File: src/rtl/prog_stream_ctrl.sv
// prog_stream_ctrl: streams a program image from a byte-wide memory into a
// uart_tx, optionally preceded by a 4-byte little-endian length header.
//
// state     | meaning
// ----------+------------------------------------------------------------
// IDLE      | waiting for start_i
// HDR       | load next length-header byte into tx_byte_o
// FETCH     | one-cycle image read request at addr
// WAIT_DATA | waiting (unbounded) for mem_rvalid_i
// SEND      | one-cycle tx_en_o strobe
// WAIT_DONE | waiting for tx_done_i, bounded by TIMEOUT
// GAP       | inter-byte idle time before next header/fetch or finish
module prog_stream_ctrl #(
  parameter int ADDR_W     = 16,
  parameter int HDR_EN     = 1,
  parameter int GAP_CYCLES = 2,
  parameter int TIMEOUT    = 65535
) (
  input  logic              clk_i,
  input  logic              rst_i,
  input  logic              start_i,
  input  logic              abort_i,
  input  logic [ADDR_W-1:0] len_i,
  output logic              mem_req_o,
  output logic [ADDR_W-1:0] mem_addr_o,
  input  logic              mem_rvalid_i,
  input  logic [7:0]        mem_rdata_i,
  output logic              tx_en_o,
  output logic [7:0]        tx_byte_o,
  input  logic              tx_done_i,
  output logic              busy_o,
  output logic              done_o,
  output logic [1:0]        err_o,
  output logic [ADDR_W-1:0] byte_cnt_o
);

  localparam logic [2:0] S_IDLE      = 3'd0;
  localparam logic [2:0] S_HDR       = 3'd1;
  localparam logic [2:0] S_FETCH     = 3'd2;
  localparam logic [2:0] S_WAIT_DATA = 3'd3;
  localparam logic [2:0] S_SEND      = 3'd4;
  localparam logic [2:0] S_WAIT_DONE = 3'd5;
  localparam logic [2:0] S_GAP       = 3'd6;

  localparam int TW = (TIMEOUT > 1) ? $clog2(TIMEOUT) : 1;
  localparam int GW = (GAP_CYCLES > 1) ? $clog2(GAP_CYCLES + 1) : 1;
  localparam logic [TW-1:0] TMO_LAST = TW'(TIMEOUT - 1);
  localparam logic [GW-1:0] GAP_LOAD = GW'(GAP_CYCLES);

  localparam logic [1:0] ERR_OK      = 2'b00;
  localparam logic [1:0] ERR_TIMEOUT = 2'b01;
  localparam logic [1:0] ERR_ABORT   = 2'b10;

  logic [2:0]        state;
  logic [ADDR_W-1:0] len;
  logic [ADDR_W-1:0] addr;
  logic [1:0]        hdr_idx;
  logic              hdr_act;
  logic [GW-1:0]     gap_cnt;
  logic [TW-1:0]     tmo_cnt;
  logic [31:0]       hdr_word;

  // Header bytes beyond the length width go out as zero.
  assign hdr_word   = 32'(len);
  assign mem_req_o  = (state == S_FETCH);
  assign mem_addr_o = addr;
  assign tx_en_o    = (state == S_SEND);
  assign busy_o     = (state != S_IDLE);

  // Sequencer: abort beats timeout, timeout beats tx_done.
  always_ff @(posedge clk_i) begin
    if (rst_i) begin
      state      <= S_IDLE;
      len        <= '0;
      addr       <= '0;
      hdr_idx    <= '0;
      hdr_act    <= 1'b0;
      gap_cnt    <= '0;
      tmo_cnt    <= '0;
      tx_byte_o  <= '0;
      byte_cnt_o <= '0;
      done_o     <= 1'b0;
      err_o      <= ERR_OK;
    end else begin
      done_o <= 1'b0;
      if (state != S_IDLE && abort_i) begin
        state   <= S_IDLE;
        err_o   <= ERR_ABORT;
        done_o  <= 1'b1;
        hdr_act <= 1'b0;
      end else begin
        case (state)
          S_IDLE: begin
            if (start_i) begin
              err_o <= ERR_OK;
              if (len_i == '0) begin
                done_o <= 1'b1;
              end else begin
                len        <= len_i;
                addr       <= '0;
                byte_cnt_o <= '0;
                hdr_idx    <= '0;
                hdr_act    <= (HDR_EN != 0);
                state      <= (HDR_EN != 0) ? S_HDR : S_FETCH;
              end
            end
          end
          S_HDR: begin
            tx_byte_o <= hdr_word[{hdr_idx, 3'b000} +: 8];
            state     <= S_SEND;
          end
          S_FETCH: begin
            // rvalid in the request cycle itself is deliberately not looked at
            state <= S_WAIT_DATA;
          end
          S_WAIT_DATA: begin
            if (mem_rvalid_i) begin
              tx_byte_o <= mem_rdata_i;
              state     <= S_SEND;
            end
          end
          S_SEND: begin
            tmo_cnt <= '0;
            state   <= S_WAIT_DONE;
          end
          S_WAIT_DONE: begin
            if (tmo_cnt == TMO_LAST) begin
              state   <= S_IDLE;
              err_o   <= ERR_TIMEOUT;
              done_o  <= 1'b1;
              hdr_act <= 1'b0;
            end else if (tx_done_i) begin
              gap_cnt <= GAP_LOAD;
              state   <= S_GAP;
              if (hdr_act) begin
                hdr_idx <= hdr_idx + 2'd1;
                if (hdr_idx == 2'd3) hdr_act <= 1'b0;
              end else begin
                byte_cnt_o <= byte_cnt_o + ADDR_W'(1);
                addr       <= addr + ADDR_W'(1);
              end
            end else begin
              tmo_cnt <= tmo_cnt + TW'(1);
            end
          end
          S_GAP: begin
            // a load of 0 or 1 both leave after a single GAP cycle
            if (gap_cnt > GW'(1)) begin
              gap_cnt <= gap_cnt - GW'(1);
            end else if (hdr_act) begin
              state <= S_HDR;
            end else if (addr < len) begin
              state <= S_FETCH;
            end else begin
              state  <= S_IDLE;
              err_o  <= ERR_OK;
              done_o <= 1'b1;
            end
          end
          default: state <= S_IDLE;
        endcase
      end
    end
  end

endmodule

File: config.mk
export PLATFORM = sky130hd
export DESIGN_NAME = prog_stream_ctrl
export DESIGN_NICKNAME = d
export VERILOG_FILES = /design/src/rtl/prog_stream_ctrl.sv
export SDC_FILE = /design/constraint.sdc
export NUM_CORES = 1
export LEC_CHECK = 0
export ABC_AREA = 1
export ABC_CLOCK_PERIOD_IN_PS = 3500
export CORE_ASPECT_RATIO = 0.9
export CORE_UTILIZATION = 35
export CTS_BUF_LIST = sky130_fd_sc_hd__clkbuf_2 sky130_fd_sc_hd__clkbuf_4 sky130_fd_sc_hd__clkbuf_8
export CTS_CLUSTER_SIZE = 8
export DETAILED_ROUTE_END_ITERATION = 16
export SETUP_SLACK_MARGIN = 0.05
export SLEW_MARGIN = 25
export SYNTH_ARGS = -nofsm -noshare
export SYNTH_HDL_FRONTEND = slang
export SYNTH_SLANG_ARGS = --single-unit
File: constraint.sdc
create_clock -name clk_i -period 3.5 [get_ports clk_i]
set_input_delay 0.7 -clock clk_i [delete_from_list [all_inputs] [get_ports clk_i]]
set_output_delay 0.7 -clock clk_i [all_outputs]
set_load 0.1 [all_outputs]
== Word level (Yosys, flattened, before mapping) ==
Cells that the tools add are included.

* Register bits after elaboration: 83
* Output and inout bits: 46
* Word-level logic and storage cells: 126

* Add/subtract/negate cells: 5
* Magnitude comparators: 2
* Equality and inequality tests: 27
* Shift operators: 1
* Multiplexer cells: 56
* Bitwise operators: 2
* Reductions and logical operators: 21

{| class="wikitable"
|+ Operators by type and width
! cell !! number
|-
| 16-bit two-way mux || 10
|-
| 16-bit one-hot mux with 2 select lines || 3
|-
| 16-bit by 1-bit adder with 16-bit output, second input constant || 3
|-
| 2-bit two-way mux || 16
|-
| 32-bit by 6-bit variable part select with 8-bit output || 1
|-
| 2-bit != test, second input constant || 13
|-
| 3-bit one-hot mux with 7 select lines || 1
|-
| 3-bit two-way mux || 6
|-
| 3-bit != test, second input constant || 6
|-
| 16-bit == test, second input constant || 1
|-
| 16-bit zero test || 1
|-
| 16-bit less-than comparator || 1
|-
| 8-bit one-hot mux with 2 select lines || 1
|-
| 7-bit AND reduction || 2
|-
| 1-bit two-way mux || 13
|-
| 4-bit AND reduction || 3
|-
| 6-bit AND reduction || 2
|-
| 5-bit AND reduction || 2
|-
| 3-bit == test, second input constant || 3
|-
| 8-bit two-way mux || 1
|-
| 2-bit one-hot mux with 2 select lines || 2
|-
| 2-bit nonzero test || 4
|-
| 3-bit by 2-bit == test with 1-bit output, second input constant || 2
|-
| 2-bit one-hot mux with 3 select lines || 1
|-
| other kinds (14) || 16
|}

== Depth between registers and ports, before layout ==
Gate-level depths: netlist of the first run.

* Depth after elaboration: 6
* Gate-level depth with buffers: 14

== Worst setup path after synthesis of the first run ==
No wires, ideal clock.

* Kind: reg2out
* From: reg state[2]
* To: out mem_req_o
* Arrival time: 2,558 ps
* Data required time: 2,800 ps
* Path slack: 242 ps
* Stages on the path, launching flop included: 3
* Buffers on the path: 1
* Path through: dfxtp_1 buf_4 nor3_1

* Cells in the longest elaborated chain, start to end: 1

{| class="wikitable"
|+ RTL lines
! item !! line !! source
|-
| from (decl) || 54 || <nowiki>logic [2:0] state;</nowiki>
|-
| from (signal assigned) || 104 || <nowiki>state <= (HDR_EN != 0) ? S_HDR : S_FETCH;</nowiki>
|-
| 3-bit by 2-bit == test with 1-bit output || 65 || <nowiki>assign mem_req_o = (state == S_FETCH);</nowiki>
|-
| to (decl) || 24 || <nowiki>output logic mem_req_o,</nowiki>
|}

No other way between the ends.

== Worst setup path in the final report of the first run ==
* From: reg byte_cnt_o[3]
* To: out byte_cnt_o[3]

{| class="wikitable"
|+ RTL lines
! item !! line !! source
|-
| from (decl) || 34 || <nowiki>output logic [ADDR_W-1:0] byte_cnt_o</nowiki>
|-
| from (signal assigned) || 139 || <nowiki>byte_cnt_o <= byte_cnt_o + ADDR_W'(1);</nowiki>
|}

No word-level cell between the ends.

==> summary.md, run 1 <==
| Metric | Value |
|---|---|
| DRC errors left | `0` |
| Slowest-stage cell, CP | `clkdlybuf4s50_1` |
| Top FF cell, synth | `dfxtp_1` |
| Fin crit share | `76.3%` |
| Peak Freq | `375 MHz` |
| Layout Utilization | `44.3%` |
| 1st-iter DRT viols | `389` |
| Initial antenna violation count | `0` |
| Crit-path leading delay family | `buffers and inverters` |
| Post-CTS resize count | `0` |
| WP buf/inv | `1` |
| Mapped cell area | `4970 sq um` |
| Setup CP Type | `reg2out` |
| Largest net degree at the start of global routing | `39` |
| Reg power frac | `37.4%` |
| Filler cells | `1,465` |
| TritonCTS clock tree | `built` |
| Final non-filler cell total | `1,014` |
| Count leader, synth | `nand2_1` |
| Core ar. | `13,600 sq um` |
| VDD IR max | `249 uV` |
| # Post-CTS Setup Buffers | `0` |
| Gate count of the mapped netlist | `753` |
| Dpl cells | `998` |
| First-pass GRT wire length | `22,100 um` |
| Ports | `76` |
| P_sw | `1190 uW` |
| Hpwl dp | `9650 um` |
| GRT overflow | `0` |
| H-tree depth | `3` |
| Async S/R FF share, synth | `0%` |
| Synth warn | `0` |
| Core Rows | `40` |
| Inserted Diodes | `0` |
| All-Layer GR Usage | `18.9%` |
| Synth area leaders | `dfxtp_1 33%, nand2_1 14%, nor2_1 8.6%, a21oi_1 7.4%, ha_1 5.3%` |
| Drt pass-1 iters | `5` |
| DR vias/cell | `4.81` |
| Worst skew pair latency | `0.38 ns` |
| Distinct cells, synth | `37` |
| Final GP Congestion | `0.840` |
| Total routed wirelength | `13,300 um` |
| Worst-margin pin slew | `0.990 ns` |
| Crit path time final | `2.67 ns` |
| Reg2Reg Depth | `10` |
| Die ar. | `14,700 sq um` |
| Clock buffer count from CTS | `9` |
| Startpoint types | `register` |
| Placed inst area | `5800 sq um` |
| Clk_skew | `0.00736 ns` |
| RSZ-0062 raised after global routing | `no` |
| Total Nets Final | `871` |
| Status | `finished, final reports clean` |
| CP required | `2.80 ns` |
| Routed Antenna Nets | `0` |
| Final TNS setup | `0 ns` |
| #FFs+latches synth | `83` |
| Clock share of power | `28.1%` |
| Crit-path cells | `clkdlybuf4s50_1` |
| Arr. time, crit path | `1.97 ns` |
| Initial Util | `36.5%` |
| Clock buffer depth | `2` |
| Pwr/cell area | `486 nW/um^2` |
| Synth top cells by count | `185 x nand2_1, 114 x nor2_1, 83 x dfxtp_1` |
| Mapped Avg Cell Area | `6.60 sq um` |
| Die width | `128 um` |
| Final instance area | `6030 sq um` |
| Rel. slew slack | `33.8%` |
| Leak Pwr | `0.00227 uW` |
| Vert. Die Dim | `115 um` |
| Final Max Tran Viols | `0` |
| Hold Crit Depth | `2` |
| Worst Path Max Fanout | `5` |
| Net Count, Synth | `804` |
| Seq/Total Area, Yosys | `33.4%` |
| CTS Hold Bufs | `0` |
| Setup Viol. Count Final | `0` |
| Routed length per instance | `13.1 um` |
| Switching share of power | `40.6%` |
| Routed vias | `4,876` |
| Stages on the worst setup path | `1` |
| Layout area overhead | `21.3%` |
| Cell taking the most area after synthesis | `dfxtp_1` |
| Power share of the combinational group | `34.5%` |
| Final Hold Fails | `0` |
| Clk root buf | `clkbuf_8` |
| Worst stage delay on the critical path | `1.17 ns` |
| Max_cap viols | `0` |
| Worst setup EP type | `primary output` |
| Vias in the first global route | `4,407` |
| HP Class | `reg2reg` |
| Port Buffer Count | `75` |
| CTS Sinks | `83` |
| Post-synth EDFFs | `0` |
| Fraction of final layout cells sized beyond drive strength 1 | `9.45%` |
| Synth top area share | `33.4%` |
| Cell Int Power | `1740 uW` |
| CTS clock-pin slew for the worst setup and hold paths | `0.09 ns` |
## metal layers
| layer | part of all wire (%) | vias to the layer above | GRT usage (%) |
|---|---|---|---|
| met5 | 0 | - | 0 |
| met4 | 0.75 | 0 | 4.00 |
| met3 | 5.1 | 7 | 4.47 |
| met2 | 42 | 116 | 28.9 |
| met1 | 53 | 2178 | 27.0 |
| li1 | - | 2575 | - |
## registers in the layout, indices dropped and copies added, names as in the netlist
name        flops
gap_cnt         2
hdr_idx         2
byte_cnt_o     16
done_o          1
tmo_cnt        16
err_o           2
mem_addr_o     16
tx_byte_o       8
len            16
hdr_act         1
state           3
## final timing paths
check	startpoint	to	slack, ns
worst min register to register	err_o[0]	err_o[0]	0.46
worst min-delay path	err_o[0]	err_o[0]	0.46
worst max-delay path	byte_cnt_o[3]	byte_cnt_o[3]	0.83
worst max register to register	state[2]	byte_cnt_o[1]	1.26
## per-stage QoR
stage          setup WS [ns]  total power (uW)  hold slack [ns]
3_5_place_dp           0.876              2130            0.458
2_1_floorplan          0.242              1900            0.438
5_1_grt                0.777              3110            0.494
3_3_place_gp           0.912              2130            0.453
6_report               0.831              2930            0.464
4_1_cts                0.817              2960            0.470
## final cells by class
class                      count  area [sq um]  share of cell area (%)
multi-input combinational    571          2900                    48.1
timing repair buffer          80           716                    11.9
tap                          189           236                    3.92
clock buffer                  11           151                    2.51
clock inverter                 5          83.8                    1.39
inverter                      75           282                    4.67
sequential                    83          1660                    27.5
## kinds of logic after synthesis
kind of cell    after synthesis  synth area share [%]
simple gates                385                  33.3
flops                        83                  33.4
compound gates              135                  14.5
fa+ha+maj                    21                  5.28
buf+inv                      99                  8.20
xor+xnor                     30                  5.28
## power by group through the flow
stage               Clock [uW]  Combinational, uW  Sequential [uW]
floorplan                    0                596             1300
global placement             0               1010             1120
detailed placement           0               1010             1120
CTS                        845               1010             1100
global route               885               1120             1110
finish                     823               1010             1100
## layout by cell type, fill, tap and decap left out, types with 4 or more instances in the layout
master,Yosys,routed
buf_4,7,34
nor2_1,114,114
inv_1,66,66
a21oi_1,74,74
xnor2_1,4,4
nand2_1,185,185
ha_1,21,21
nand4_1,12,12
clkbuf_8,0,11
a31oi_1,9,9
o21ai_0,43,43
clkdlybuf4s50_1,0,46
xor2_1,26,26
inv_2,8,8
or2_2,6,6
o21bai_1,5,5
dfxtp_1,83,83
nor3_1,22,22
nand3_1,28,28
No activity file was read; power rests on OpenSTA's default activity.
==> inputs of run 2 (changes only) <==
--- a/config.mk
+++ b/config.mk
@@ -6,7 +6,7 @@
 export NUM_CORES = 1
 export LEC_CHECK = 0
 export ABC_AREA = 1
-export ABC_CLOCK_PERIOD_IN_PS = 3500
+export ABC_CLOCK_PERIOD_IN_PS = 2200
 export CORE_ASPECT_RATIO = 0.9
 export CORE_UTILIZATION = 35
 export CTS_BUF_LIST = sky130_fd_sc_hd__clkbuf_2 sky130_fd_sc_hd__clkbuf_4 sky130_fd_sc_hd__clkbuf_8
==> constraint.sdc (replaced) <==
create_clock -name clk_i -period 2.2 [get_ports clk_i]
set_input_delay 0.44 -clock clk_i [delete_from_list [all_inputs] [get_ports clk_i]]
set_output_delay 0.44 -clock clk_i [all_outputs]
set_load 0.1 [all_outputs]
==> summary.md, run 2 (synthesis gave the netlist of run 1 again) <==
| Metric | Value |
|---|---|
| Status | `finished, final reports clean` |
| Post-CTS resize count | `0 (unchanged)` |
| All-Layer GR Usage | `19.0% (+0.092 points)` |
| Startpoint types | `register` |
| CTS Hold Bufs | `0 (unchanged)` |
| Fin crit share | `86.5%` |
| Clock buffer depth | `2 (unchanged)` |
| Reg2reg start | `tmo_cnt[5]` |
| Final non-filler cell total | `1,025 (+1.1%)` |
| Worst setup EP type | `register` |
| Most common cell after layout, fill and taps aside | `nand2_1` |
| Multi-input logic area | `2920 sq um (+0.60%)` |
| VDD IR max | `336 uV (+35%)` |
| Vias in the first global route | `4,474 (+1.5%)` |
| Final Hold Fails | `0 (unchanged)` |
| Total routed wirelength | `13,400 um (+1.0%)` |
| Hpwl dp | `9840 um (+2.0%)` |
| CP required | `2.45 ns (-0.35 ns)` |
| Setup Viol. Count Final | `0 (unchanged)` |
| TritonCTS clock tree | `built` |
| Core Rows | `40 (unchanged)` |
| Crit path time final | `1.90 ns` |
| Inserted Diodes | `0 (unchanged)` |
| Pwr/cell area | `736 nW/um^2 (+52%)` |
| Hold_sp | `tmo_cnt[15]` |
| Routed vias | `4,938 (+1.3%)` |
| Tot Pwr | `4500 uW (+53%)` |
| Worst hold slack | `0.469 ns (+0.00510 ns)` |
| Layout Utilization | `44.9% (+0.54 points)` |
| Arr. time, crit path | `2.16 ns (+0.19 ns)` |
| Initial Util | `36.5% (unchanged)` |
| HP Class | `reg2reg` |
| H-tree depth | `3 (unchanged)` |
| Dpl cells | `1,009 (+1.1%)` |
| Final GP Congestion | `0.901 (+7.3%)` |
| Max_cap viols | `0 (unchanged)` |
| Register area | `1680 sq um (+1.2%)` |
| Ports | `76 (unchanged)` |
| Critical path origin | `tmo_cnt[5]` |
| Routed Antenna Nets | `0 (unchanged)` |
| Largest net degree at the start of global routing | `33 (-15%)` |
| Vert. Die Dim | `115 um (unchanged)` |
| Final Max Tran Viols | `0 (unchanged)` |
| Clk root buf | `clkbuf_8` |
| Setup CP Type | `reg2reg` |
| Clk_skew | `0.0147 ns (+0.00739 ns)` |
| Die width | `128 um (unchanged)` |
| Filler cells | `1,478 (+0.89%)` |
| Rel. slew slack | `70.4% (+37 points)` |
| Worst-margin pin slew | `0.441 ns (-0.549 ns)` |
| Initial antenna violation count | `0 (unchanged)` |
| Port Buffer Count | `75 (unchanged)` |
| Routed length per instance | `13.1 um (about the same)` |
| Worst Path Max Fanout | `24 (+19)` |
| Most frequent cells in the layout | `185 x nand2_1, 113 x nor2_1, 74 x a21oi_1` |
| GRT overflow | `0 (unchanged)` |
| Leak Pwr | `0.00237 uW (+4.3%)` |
| Total Nets Final | `882 (+1.3%)` |
| Drt pass-1 iters | `5 (unchanged)` |
| First-pass GRT wire length | `22,200 um (+0.25%)` |
| DR vias/cell | `4.82 (+0.18%)` |
| Fraction of final layout cells sized beyond drive strength 1 | `14.8% (+5.4 points)` |
| CTS Sinks | `83 (unchanged)` |
| Peak Freq | `525 MHz` |
| Worst skew pair latency | `0.37 ns (about the same)` |
| Clock buffer count from CTS | `9 (unchanged)` |
| DRC errors left | `0 (unchanged)` |
| CTS clock-pin slew for the worst setup and hold paths | `0.09 ns (about the same)` |
| Layout area overhead | `22.8%` |
| Die ar. | `14,700 sq um (unchanged)` |
| Core ar. | `13,600 sq um (unchanged)` |
| 1st-iter DRT viols | `308 (-21%)` |
| # Post-CTS Setup Buffers | `0 (unchanged)` |
| RSZ-0062 raised after global routing | `no` |
| Flop2flop setup slack | `0.30 ns (-0.96 ns)` |
## run 2: per-layer routing
metal / global-route usage, % / vias to the layer above / share of wire, %
met5: 0 / - / 0
met4: 6.04 / 0 / 1.2
met3: 3.86 / 12 / 4.9
met2: 28.1 / 117 / 42
met1: 27.5 / 2213 / 52
li1: - / 2596 / -
## run 2: per-stage QoR
step	instance area, sq um	TNS, ns	worst slack, ns
finish	6110	0	0.296
global route	6110	0	0.0966
CTS	6100	0	0.220
detailed placement	5920	-1.86	-0.0820
global placement	5920	-0.895	-0.0497
floorplan	5000	0	0.0545
## run 2: area by class of cell
type	count	share of cell area (%)
multi-input combinational	571	47.8
timing repair buffer	91	13.2
clock buffer	12	2.50
inverter	75	4.65
tap	189	3.87
sequential	83	27.5
clock inverter	4	0.430
## run 2: final timing paths
kind,to,cells past startpoint
min,tmo_cnt[15],2
max reg2reg,byte_cnt_o[1],10
min reg2reg,tmo_cnt[15],2
max,byte_cnt_o[1],10
## run 2: power by group
group          switching, uW  internal, uW
Combinational           1210           488
Clock                    583           465
Sequential               118          1640
Total                   1910          2590
## run 2: critical path, stage by stage (launching register included)
cell and delay (ns):
dfxtp_1 0.39, nand2_1 0.16, nor3_2 0.16, nand4_2 0.14, nor2_4 0.19, nand2_4 0.13
nand4_4 0.11, buf_4 0.29, nand2_1 0.07, o21ai_0 0.08, nor2_1 0.06
